$ cat config.mk
export PLATFORM = sky130hd
export DESIGN_NAME = sram_rw_port_ctrl
export DESIGN_NICKNAME = d
export VERILOG_FILES = /design/src/rtl/sram_ctrl_pkg.sv /design/src/rtl/sram_resp_fifo.sv /design/src/rtl/sram_rw_port_ctrl.sv
export SDC_FILE = /design/constraint.sdc
export NUM_CORES = 1
export LEC_CHECK = 0
export CELL_PAD_IN_SITES_DETAIL_PLACEMENT = 2
export CELL_PAD_IN_SITES_GLOBAL_PLACEMENT = 2
export CORE_AREA = 2 2 477 479
export DETAILED_ROUTE_END_ITERATION = 10
export DIE_AREA = 0 0 479 481
export MAX_ROUTING_LAYER = met4
export PLACE_DENSITY = 0.39
export SETUP_SLACK_MARGIN = 0.2
export SLEW_MARGIN = 40
export SYNTH_ARGS = -nofsm -noshare
export SYNTH_HDL_FRONTEND = slang
export SYNTH_SLANG_ARGS = --single-unit
$ cat constraint.sdc
create_clock -name clock -period 34.6 [get_ports clock]
set_input_delay 6.92 -clock clock [delete_from_list [all_inputs] [get_ports clock]]
set_output_delay 6.92 -clock clock [all_outputs]
set_load 0.02 [all_outputs]
$ cat src/rtl/sram_ctrl_pkg.sv
// rtl/sram_ctrl_pkg.sv - shared types and constants for the SRAM RW port controller
package sram_ctrl_pkg;

    typedef enum logic [0:0] {
        ST_INIT,
        ST_RUN
    } state_e;

    localparam int unsigned DEF_DATA_W = 256;
    localparam int unsigned DEF_MASK_W = 32;
    localparam int unsigned LANE_W     = DEF_DATA_W / DEF_MASK_W;

    localparam logic [31:0] STAT_MAX = 32'hFFFF_FFFF;

    function automatic int unsigned lane_width(input int unsigned data_w, input int unsigned mask_w);
        return data_w / mask_w;
    endfunction

endpackage

$ cat src/rtl/sram_resp_fifo.sv
// rtl/sram_resp_fifo.sv - in-order read response FIFO, head entry drives the output
module sram_resp_fifo #(
    parameter  int DATA_W = 256,
    parameter  int DEPTH  = 2,
    localparam int PTR_W  = $clog2(DEPTH),
    localparam int CNT_W  = $clog2(DEPTH + 1)
) (
    input  logic              clock,
    input  logic              reset_n,
    input  logic              i_push,
    input  logic [DATA_W-1:0] i_push_data,
    input  logic              i_pop,
    output logic              o_valid,
    output logic [DATA_W-1:0] o_data,
    output logic [CNT_W-1:0]  o_count
);

    logic [DATA_W-1:0] r_mem [DEPTH];
    logic [PTR_W-1:0]  r_wptr;
    logic [PTR_W-1:0]  r_rptr;
    logic [CNT_W-1:0]  r_count;
    logic              w_pop;

    function automatic logic [PTR_W-1:0] next_ptr(input logic [PTR_W-1:0] p);
        return (p == PTR_W'(DEPTH - 1)) ? '0 : p + 1'b1;
    endfunction

    assign w_pop   = i_pop && o_valid;
    assign o_valid = (r_count != '0);
    assign o_data  = r_mem[r_rptr];
    assign o_count = r_count;

    always_ff @(posedge clock or negedge reset_n) begin
        if (!reset_n) begin
            r_wptr  <= '0;
            r_rptr  <= '0;
            r_count <= '0;
        end else begin
            if (i_push) r_wptr <= next_ptr(r_wptr);
            if (w_pop)  r_rptr <= next_ptr(r_rptr);
            case ({i_push, w_pop})
                2'b10:   r_count <= r_count + 1'b1;
                2'b01:   r_count <= r_count - 1'b1;
                default: r_count <= r_count;
            endcase
            // The upstream credit check makes this unreachable; firing means the credit math broke.
            assert (!(i_push && r_count == CNT_W'(DEPTH)));
        end
    end

    always_ff @(posedge clock) begin
        if (i_push) r_mem[r_wptr] <= i_push_data;
    end

endmodule

$ cat src/rtl/sram_rw_port_ctrl.sv
// rtl/sram_rw_port_ctrl.sv - valid/ready initiator for an RW0 SRAM macro with post-reset zero-fill
// Optional access/stall counters are built when SRAM_CTRL_STAT_EN is defined.
module sram_rw_port_ctrl
    import sram_ctrl_pkg::*;
#(
    parameter int ADDR_W     = 9,
    parameter int DATA_W     = 256,
    parameter int MASK_W     = 32,
    parameter int RESP_DEPTH = 2,
    parameter int INIT_ZERO  = 1
) (
    input  logic              clock,
    input  logic              reset_n,
    input  logic              req_valid,
    output logic              req_ready,
    input  logic              req_write,
    input  logic [ADDR_W-1:0] req_addr,
    input  logic [DATA_W-1:0] req_wdata,
    input  logic [MASK_W-1:0] req_wmask,
    output logic              resp_valid,
    input  logic              resp_ready,
    output logic [DATA_W-1:0] resp_rdata,
    output logic              init_done,
    output logic [ADDR_W-1:0] sram_addr,
    output logic              sram_en,
    output logic              sram_wmode,
    output logic [MASK_W-1:0] sram_wmask,
    output logic [DATA_W-1:0] sram_wdata,
    input  logic [DATA_W-1:0] sram_rdata,
    output logic [31:0]       stat_reads,
    output logic [31:0]       stat_writes,
    output logic [31:0]       stat_stalls
);

    localparam int CNT_W = $clog2(RESP_DEPTH + 1);

    state_e            r_state;
    logic [ADDR_W-1:0] r_init_cnt;
    logic              r_init_done;
    logic              r_inflight;
    logic [CNT_W-1:0]  w_fifo_count;
    logic              w_fifo_valid;
    logic              w_run;
    logic              w_init;
    logic              w_rd_credit;
    logic              w_req_ready;
    logic              w_fire;
    logic              w_rd_fire;

    // Gating with reset_n keeps ready/en low while reset is held, independent of the entry state.
    assign w_run       = reset_n && (r_state == ST_RUN);
    assign w_init      = reset_n && (r_state == ST_INIT);
    assign w_rd_credit = (int'(w_fifo_count) + int'(r_inflight)) < RESP_DEPTH;
    assign w_req_ready = w_run && (req_write || w_rd_credit);
    assign w_fire      = req_valid && w_req_ready;
    assign w_rd_fire   = w_fire && !req_write;

    assign req_ready  = w_req_ready;
    assign init_done  = r_init_done;
    assign resp_valid = w_fifo_valid;

    always_comb begin
        sram_en    = w_fire;
        sram_wmode = w_fire && req_write;
        sram_addr  = req_addr;
        sram_wmask = req_wmask;
        sram_wdata = req_wdata;
        if (w_init) begin
            sram_en    = 1'b1;
            sram_wmode = 1'b1;
            sram_addr  = r_init_cnt;
            sram_wmask = '1;
            sram_wdata = '0;
        end
    end

    always_ff @(posedge clock or negedge reset_n) begin
        if (!reset_n) begin
            r_state     <= (INIT_ZERO != 0) ? ST_INIT : ST_RUN;
            r_init_cnt  <= '0;
            r_init_done <= (INIT_ZERO == 0);
            r_inflight  <= 1'b0;
        end else begin
            r_inflight <= w_rd_fire;
            case (r_state)
                ST_INIT: begin
                    r_init_cnt <= r_init_cnt + 1'b1;
                    if (&r_init_cnt) begin
                        r_state     <= ST_RUN;
                        r_init_done <= 1'b1;
                    end
                end
                default: r_state <= ST_RUN;
            endcase
            assert (lane_width(DATA_W, MASK_W) * MASK_W == DATA_W);
        end
    end

    // Macro rdata is valid the cycle after a read; capture it then so backpressure never stalls the array.
    sram_resp_fifo #(
        .DATA_W (DATA_W),
        .DEPTH  (RESP_DEPTH)
    ) u_resp_fifo (
        .clock       (clock),
        .reset_n     (reset_n),
        .i_push      (r_inflight),
        .i_push_data (sram_rdata),
        .i_pop       (resp_ready),
        .o_valid     (w_fifo_valid),
        .o_data      (resp_rdata),
        .o_count     (w_fifo_count)
    );

`ifdef SRAM_CTRL_STAT_EN
    logic [31:0] r_stat_reads;
    logic [31:0] r_stat_writes;
    logic [31:0] r_stat_stalls;

    always_ff @(posedge clock or negedge reset_n) begin
        if (!reset_n) begin
            r_stat_reads  <= '0;
            r_stat_writes <= '0;
            r_stat_stalls <= '0;
        end else begin
            if (w_rd_fire && r_stat_reads != STAT_MAX)
                r_stat_reads <= r_stat_reads + 1'b1;
            if (w_fire && req_write && r_stat_writes != STAT_MAX)
                r_stat_writes <= r_stat_writes + 1'b1;
            if (w_run && req_valid && !w_req_ready && r_stat_stalls != STAT_MAX)
                r_stat_stalls <= r_stat_stalls + 1'b1;
        end
    end

    assign stat_reads  = r_stat_reads;
    assign stat_writes = r_stat_writes;
    assign stat_stalls = r_stat_stalls;
`else
    assign stat_reads  = '0;
    assign stat_writes = '0;
    assign stat_stalls = '0;
`endif

endmodule

==> qor.txt, run 1 <==
Result of the run = finished, final reports clean
Synth top area share = 66.9%
Via count = 16.0k
Top library cells by usage in the layout, fill and taps aside = sky130_fd_sc_hd__clkdlybuf4s50_1, sky130_fd_sc_hd__edfxtp_1, sky130_fd_sc_hd__and2_1
Data arrival time of the critical path = 10.22 ns
Total of hold buffers inserted after clock tree synthesis = 0
Post-synthesis share of cell area spent on and, or, nand and nor gates = 8.48%
Share of final-layout standard cells stronger than drive strength 1 = 16.2%
Setup repair after global routing missed its margin = no
Die height = 481 um
Average routed wire per standard cell = 29.7 um
Flip-flop and latch count after synthesis = 528
Hold-critical path depth = 1
Layout Utilization = 17.6%
Row Count = 175
Yosys warning count = 0
Total CTS buffers = 73
Clock transition at path regs = 0.06 ns
Highest achievable clock rate = 0.0584 GHz
Biggest fanout along the worst timing path = 111
Final wirelength = 165000 um
NumNets Final = 2997
Average footprint of a synthesized cell = 17.8 um^2
Peak supply drop = 0.0316 mV
Most frequent standard cell in the layout excluding fill and tap cells = sky130_fd_sc_hd__clkdlybuf4s50_1
Non-Filler Cell Area, Final = 0.0397 mm^2
Post-route insts no fill = 5556
Part of the cycle the worst path needs = 49.5%
Setup-failing EPs final = 0
Worst Clk Skew = 0.0389 ns
TritonRoute pass-1 iters = 5
Pin slew with the least headroom to its limit = 0.827 ns
Die X = 479 um
Setup TNS = 0 ns
Clock latency on the worst-skew pair = 0.70 ns
Half-perimeter wire length after placement = 138000 um
DIE AREA = 0.230 mm^2
FF-to-FF End = u_resp_fifo.r_mem[0][59]
Startpoint Class = input pin
Path class of the lowest-slack min-delay path = reg2reg
Global-route wire length before repair = 202000 um
Worst setup path class = in2out
Reg2reg path depth = 6
Setup Fix Bufs, Post-CTS = 0
Final number of hold-violating endpoints = 0
Routability congestion estimate from global placement = 0.905
Top Ports = 1212
Max-capacitance violation count = 0
Worst-case register-to-register setup slack = 31.54 ns
Largest area contributor in the netlist = sky130_fd_sc_hd__edfxtp_1
Category of the worst setup path capture point = output pin
Maximum clock path buffer count = 3
Hold endpoint = init_done
Root buffer cell = sky130_fd_sc_hd__clkbuf_16
Area fraction in compound gates after synthesis = 0.114%
Main combinational cell family by area after synthesis = multiplexers
Number of clock sinks = 528
Final critical path time including I/O delays and setup = 17.14 ns
Leading post-synthesis cells by cell area = sky130_fd_sc_hd__edfxtp_1, sky130_fd_sc_hd__mux2_4, sky130_fd_sc_hd__and2_1
Initial DRC Count = 848
Post-route antenna net violation count = 0
Data required time at the worst endpoint = 27.68 ns
Number of antenna violations at the first check in global routing = 114
Worst slew slack as a fraction of its limit = 44.7%
Worst hold margin = 0.474 ns
Total global routing track utilization = 14.2%
Power density over the cells = 55.6 mW/mm^2
Std-Cell Core Area = 0.226 mm^2
Leakage power summed over all cells = 13.5 nW
Unique cell type count in the Yosys netlist = 30
CTS tree = yes
Layout overhead on the synthesized area = 72.6%
Post-DR vias/cell = 2.88
Placed Instance Area = 0.0373 mm^2
Dpl cells = 5370
Post-Synth XOR/XNOR Area = 0.457%
Critical register-to-register path startpoint = r_inflight
Multiplexer fraction of the synthesized cell area = 16.5%
Remaining design rule violation count = 0
Pins Over Slew Limit = 0
Number of H-tree levels = 3
Count of port buffers added during placement = 1115
Pin count of the biggest net entering global routing = 112
Gates resized, CTS repair = 0
Seq/Total Area, Yosys = 68.6%
Starting density of the core = 10.2%
Via count of the first global-routing pass = 16.8k
Post-synthesis instance area = 0.0230 mm^2
Start point of the worst hold path = init_done
Instance count of the mapped netlist = 1289
Arithmetic-cell share of the synthesized area counting full adders, half adders and majority gates = 0.163%
Remaining Overflow, GRT = 0
## layout make-up
class / count / area, um^2
fill: 25100 / 186000
sequential: 528 / 15800
timing repair buffer: 1136 / 11400
multi-input combinational: 696 / 6290
tap: 3009 / 3760
clock buffer: 88 / 1910
clock inverter: 38 / 367
antenna: 60 / 150
inverter: 1 / 3.75
## metrics by stage
stage | setup WS [ns] | power, mW
floorplan | 20.04 | 1.15
global placement | 16.07 | 1.52
detailed placement | 17.36 | 1.51
CTS | 17.36 | 2.28
global route | 17.24 | 2.31
finish | 17.46 | 2.21
## worst max-delay path, stage by stage
cell	delay [ns]
sky130_fd_sc_hd__buf_2	0.28
sky130_fd_sc_hd__nand2b_4	0.54
sky130_fd_sc_hd__buf_4	0.70
sky130_fd_sc_hd__clkbuf_8	0.74
sky130_fd_sc_hd__and2_1	0.23
sky130_fd_sc_hd__clkdlybuf4s50_1	0.66
## cell families after synthesis
family / after synthesis
xor+xnor: 12
other cells: 1
simple gates: 314
buf+inv: 160
fa+ha+maj: 3
mux: 267
compound gates: 4
flops: 528
## registers in the layout, summed over array words and instances (netlist names)
name,cells
u_resp_fifo.r_rptr,1
u_resp_fifo.o_count,2
u_resp_fifo.r_wptr,1
r_init_cnt,9
r_state,1
u_resp_fifo.r_mem,512
init_done,1
r_inflight,1
## per-layer routing
| metal | share of wire (%) | track usage [%] |
|---|---|---|
| met5 | 0 | - |
| met1 | 43 | 17.2 |
| met2 | 44 | 21.0 |
| met4 | 1.3 | 1.95 |
| met3 | 12 | 7.78 |
## worst max-delay path by stage
stage	cells after the start	startpoint	endpoint	slack (ns)
after floorplan	5	reset_n	sram_wdata[226]	20.04
after global placement	6	reset_n	sram_wdata[144]	16.07
after detailed placement	6	reset_n	sram_wdata[144]	17.36
after CTS	6	reset_n	sram_wdata[144]	17.36
after global routing	6	reset_n	sram_wdata[144]	17.24
final	6	reset_n	sram_wdata[79]	17.46
## synth_stat cells (all sizes together)
master,number
buf,153
nor2b,1
nand3,4
dfrtp,16
conb,1
xnor2,6
mux2,267
nand4b,1
inv,1
a21oi,1
nor4b,1
nor2,5
nand2b,33
and2,259
and3,1
a21boi,1
clkbuf,6
edfxtp,512
xor2,6
o21ai,1
nor3,1
a31o,1
nor4,1
ha,3
or2,2
nand2,5
## report_power, final
| part | internal [mW] | leakage [nW] | total, mW | switching [mW] |
|---|---|---|---|---|
| clock network | 0.420 | 1.09 | 0.733 | 0.313 |
| logic | 0.374 | 7.59 | 0.762 | 0.388 |
| registers | 0.703 | 4.80 | 0.714 | 0.0107 |
| total | 1.50 | 13.5 | 2.21 | 0.712 |
Note: power is estimated with default switching activity, not from simulation.
==> inputs of run 2 (changes only) <==
- CORE_AREA: 2 2 477 479 -> 2 2 467 469
- DIE_AREA: 0 0 479 481 -> 0 0 469 471
- PLACE_DENSITY: 0.39 -> 0.4
- clock period: 34.6 -> 15.8 ns (I/O delays scaled with it)
==> run 2 against run 1 <==
Cell count shrank 3.1%. Register-to-register slack lost 20 ns. Non-clock buffer count shrank 1. Worst setup slack lost 11 ns. Clock power grew 110%. First-iteration DRC count shrank 5.9%. Combinational power grew 120%. Routed wire length shrank 4.8%. Sequential power grew 120%. Highest routed layer unchanged.
==> qor.txt, run 2 (synthesis gave the netlist of run 1 again) <==
Result of the run = finished, final reports clean
Worst-case register-to-register setup slack = 11.71 ns (-19.83 ns)
Critical register-to-register path startpoint = r_inflight
Number of H-tree levels = 3 (unchanged)
Post-DR vias/cell = 2.94 (+2.0%)
Count of port buffers added during placement = 1115 (unchanged)
Root buffer cell = sky130_fd_sc_hd__clkbuf_16
Hold-critical path depth = 1 (unchanged)
Remaining design rule violation count = 0 (unchanged)
Share of final-layout standard cells stronger than drive strength 1 = 15.6% (-0.59 points)
Part of the cycle the worst path needs = 61.3%
Via count = 15.8k (-1.2%)
FF-to-FF End = u_resp_fifo.r_mem[0][99]
Gates resized, CTS repair = 0 (unchanged)
DIE AREA = 0.221 mm^2 (-4.1%)
Max reg flops = 512 (unchanged)
NumNets Final = 2993 (-0.13%)
Startpoint of the worst setup timing path = reset_n
Starting density of the core = 10.6% (+0.46 points)
Critical path capture point = sram_wdata[111]
Final number of hold-violating endpoints = 0 (unchanged)
Pins Over Slew Limit = 0 (unchanged)
Maximum clock path buffer count = 3 (unchanged)
Chain of cells forming the critical path = clkdlybuf4s50_1 -> buf_4 -> nand2b_4 -> buf_4 -> buf_6 -> and2_1 -> clkdlybuf4s50_1
Via count of the first global-routing pass = 16.6k (-1.6%)
Std-Cell Core Area = 0.216 mm^2 (-4.3%)
Data arrival time of the critical path = 6.53 ns (-3.69 ns)
Post-route antenna net violation count = 0 (unchanged)
Total CTS buffers = 70 (-4.1%)
Highest achievable clock rate = 0.103 GHz
Most frequent standard cell in the layout excluding fill and tap cells = sky130_fd_sc_hd__clkdlybuf4s50_1
Max-capacitance violation count = 0 (unchanged)
Pin slew with the least headroom to its limit = 0.781 ns (-0.0453 ns)
Layout Utilization = 18.2% (+0.63 points)
Worst setup path class = in2out
Register name with the most flops = u_resp_fifo.r_mem
Number of antenna violations at the first check in global routing = 98 (-14%)
Setup repair after global routing missed its margin = no
Peak supply drop = 0.0877 mV (+180%)
Internal power of the cells = 3.22 mW (+120%)
Setup-failing EPs final = 0 (unchanged)
Routability congestion estimate from global placement = 0.933 (+3.1%)
Number of clock sinks = 528 (unchanged)
Total global routing track utilization = 14.1% (-0.097 points)
Leakage power summed over all cells = 13.4 nW (-0.38%)
Die height = 471 um (-2.1%)
Clock transition at path regs = 0.05 ns (about the same)
Path class of the lowest-slack min-delay path = reg2reg
Worst slew slack as a fraction of its limit = 47.4% (+2.6 points)
Die X = 469 um (-2.1%)
Initial DRC Count = 798 (-5.9%)
Power density over the cells = 120 mW/mm^2 (+120%)
Top library cells by usage in the layout, fill and taps aside = sky130_fd_sc_hd__clkdlybuf4s50_1, sky130_fd_sc_hd__edfxtp_1, sky130_fd_sc_hd__and2_1
Row Count = 171 (-2.3%)
Worst-path cell with the longest stage delay = sky130_fd_sc_hd__clkdlybuf4s50_1
Average routed wire per standard cell = 29.2 um (-1.7%)
Top Ports = 1212 (unchanged)
TritonRoute pass-1 iters = 5 (unchanged)
Total of hold buffers inserted after clock tree synthesis = 0 (unchanged)
Final critical path time including I/O delays and setup = 9.69 ns
Worst Clk Skew = 0.0275 ns (-0.0114 ns)
Pin count of the biggest net entering global routing = 120 (+7.1%)
Half-perimeter wire length after placement = 132000 um (-4.6%)
Final wirelength = 157000 um (-4.8%)
Share of total power in sequential cells = 33.1% (+0.8 points)
Data required time at the worst endpoint = 12.64 ns (-15.04 ns)
Setup Fix Bufs, Post-CTS = 0 (unchanged)
Placed Instance Area = 0.0370 mm^2 (-0.80%)
Clock latency on the worst-skew pair = 0.67 ns (-0.03 ns)
Global-route wire length before repair = 194000 um (-4.0%)
Dpl cells = 5210 (-3.0%)
Power dissipated by switching net loads = 1.51 mW (+110%)
Layout overhead on the synthesized area = 71.2%
Reg2reg path depth = 7 (+1)
Category of the worst setup path capture point = output pin
Remaining Overflow, GRT = 0 (unchanged)
Sw Share = 31.9% (-0.34 points)
CTS tree = yes
Post-route insts no fill = 5381 (-3.1%)
Logic pwr share = 34.9% (+0.4 points)
Proportion of power drawn by the clock network = 32.0% (-1.2 points)
Biggest fanout along the worst timing path = 94 (-15%)
Setup TNS = 0 ns (unchanged)
Non-Filler Cell Area, Final = 0.0394 mm^2 (-0.86%)
Delay of the slowest cell on the worst path = 0.74 ns (about the same)
Startpoint Class = input pin
-- run 2: power groups by stage --
stage               clock network, mW  logic (mW)  registers, mW
floorplan                           0       0.940           1.57
global placement                    0        1.70           1.60
detailed placement                  0        1.69           1.60
CTS                              1.59        1.70           1.57
global route                     1.64        1.74           1.57
finish                           1.51        1.65           1.57
-- run 2: how the worst min path moves through the flow --
stage | from | slack (ns) | to
2_1_floorplan | u_resp_fifo.r_wptr | 0.45 | u_resp_fifo.r_wptr
3_3_place_gp | init_done | 0.48 | init_done
3_5_place_dp | init_done | 0.49 | init_done
4_1_cts | u_resp_fifo.o_count[1] | 0.51 | u_resp_fifo.o_count[1]
5_1_grt | init_done | 0.53 | init_done
6_report | u_resp_fifo.o_count[1] | 0.50 | u_resp_fifo.o_count[1]
-- run 2: layout make-up --
cell class                 count  area [um^2]
antenna                       42          105
clock buffer                  92         1880
clock inverter                33          290
fill                       24000       177000
inverter                       1         3.75
multi-input combinational    696         6290
sequential                   528        15800
tap                         2854         3570
timing repair buffer        1135        11400
-- run 2: critical path, delay by kind of cell --
kind	cells	cell delay, ns
and+or+nand+nor	2	0.65
buffers and inverters	5	2.61
-- run 2: stage by stage --
step / total power, mW / worst slack (ns) / hold WS, ns
2_1_floorplan: 2.51 / 3.90 / 0.454
3_3_place_gp: 3.30 / 5.82 / 0.481
3_5_place_dp: 3.29 / 6.02 / 0.486
4_1_cts: 4.86 / 6.02 / 0.511
5_1_grt: 4.95 / 5.88 / 0.530
6_report: 4.73 / 6.11 / 0.503
-- run 2: per-layer routing --
metal  part of all wire, %  track usage [%]  vias to the layer above
met5                     0                -                        -
met1                    46             18.5                     7942
met3                   9.0             5.39                      145
met2                    44             21.0                      843
li1                      -                -                     6870
met4                   1.1             1.81                        0
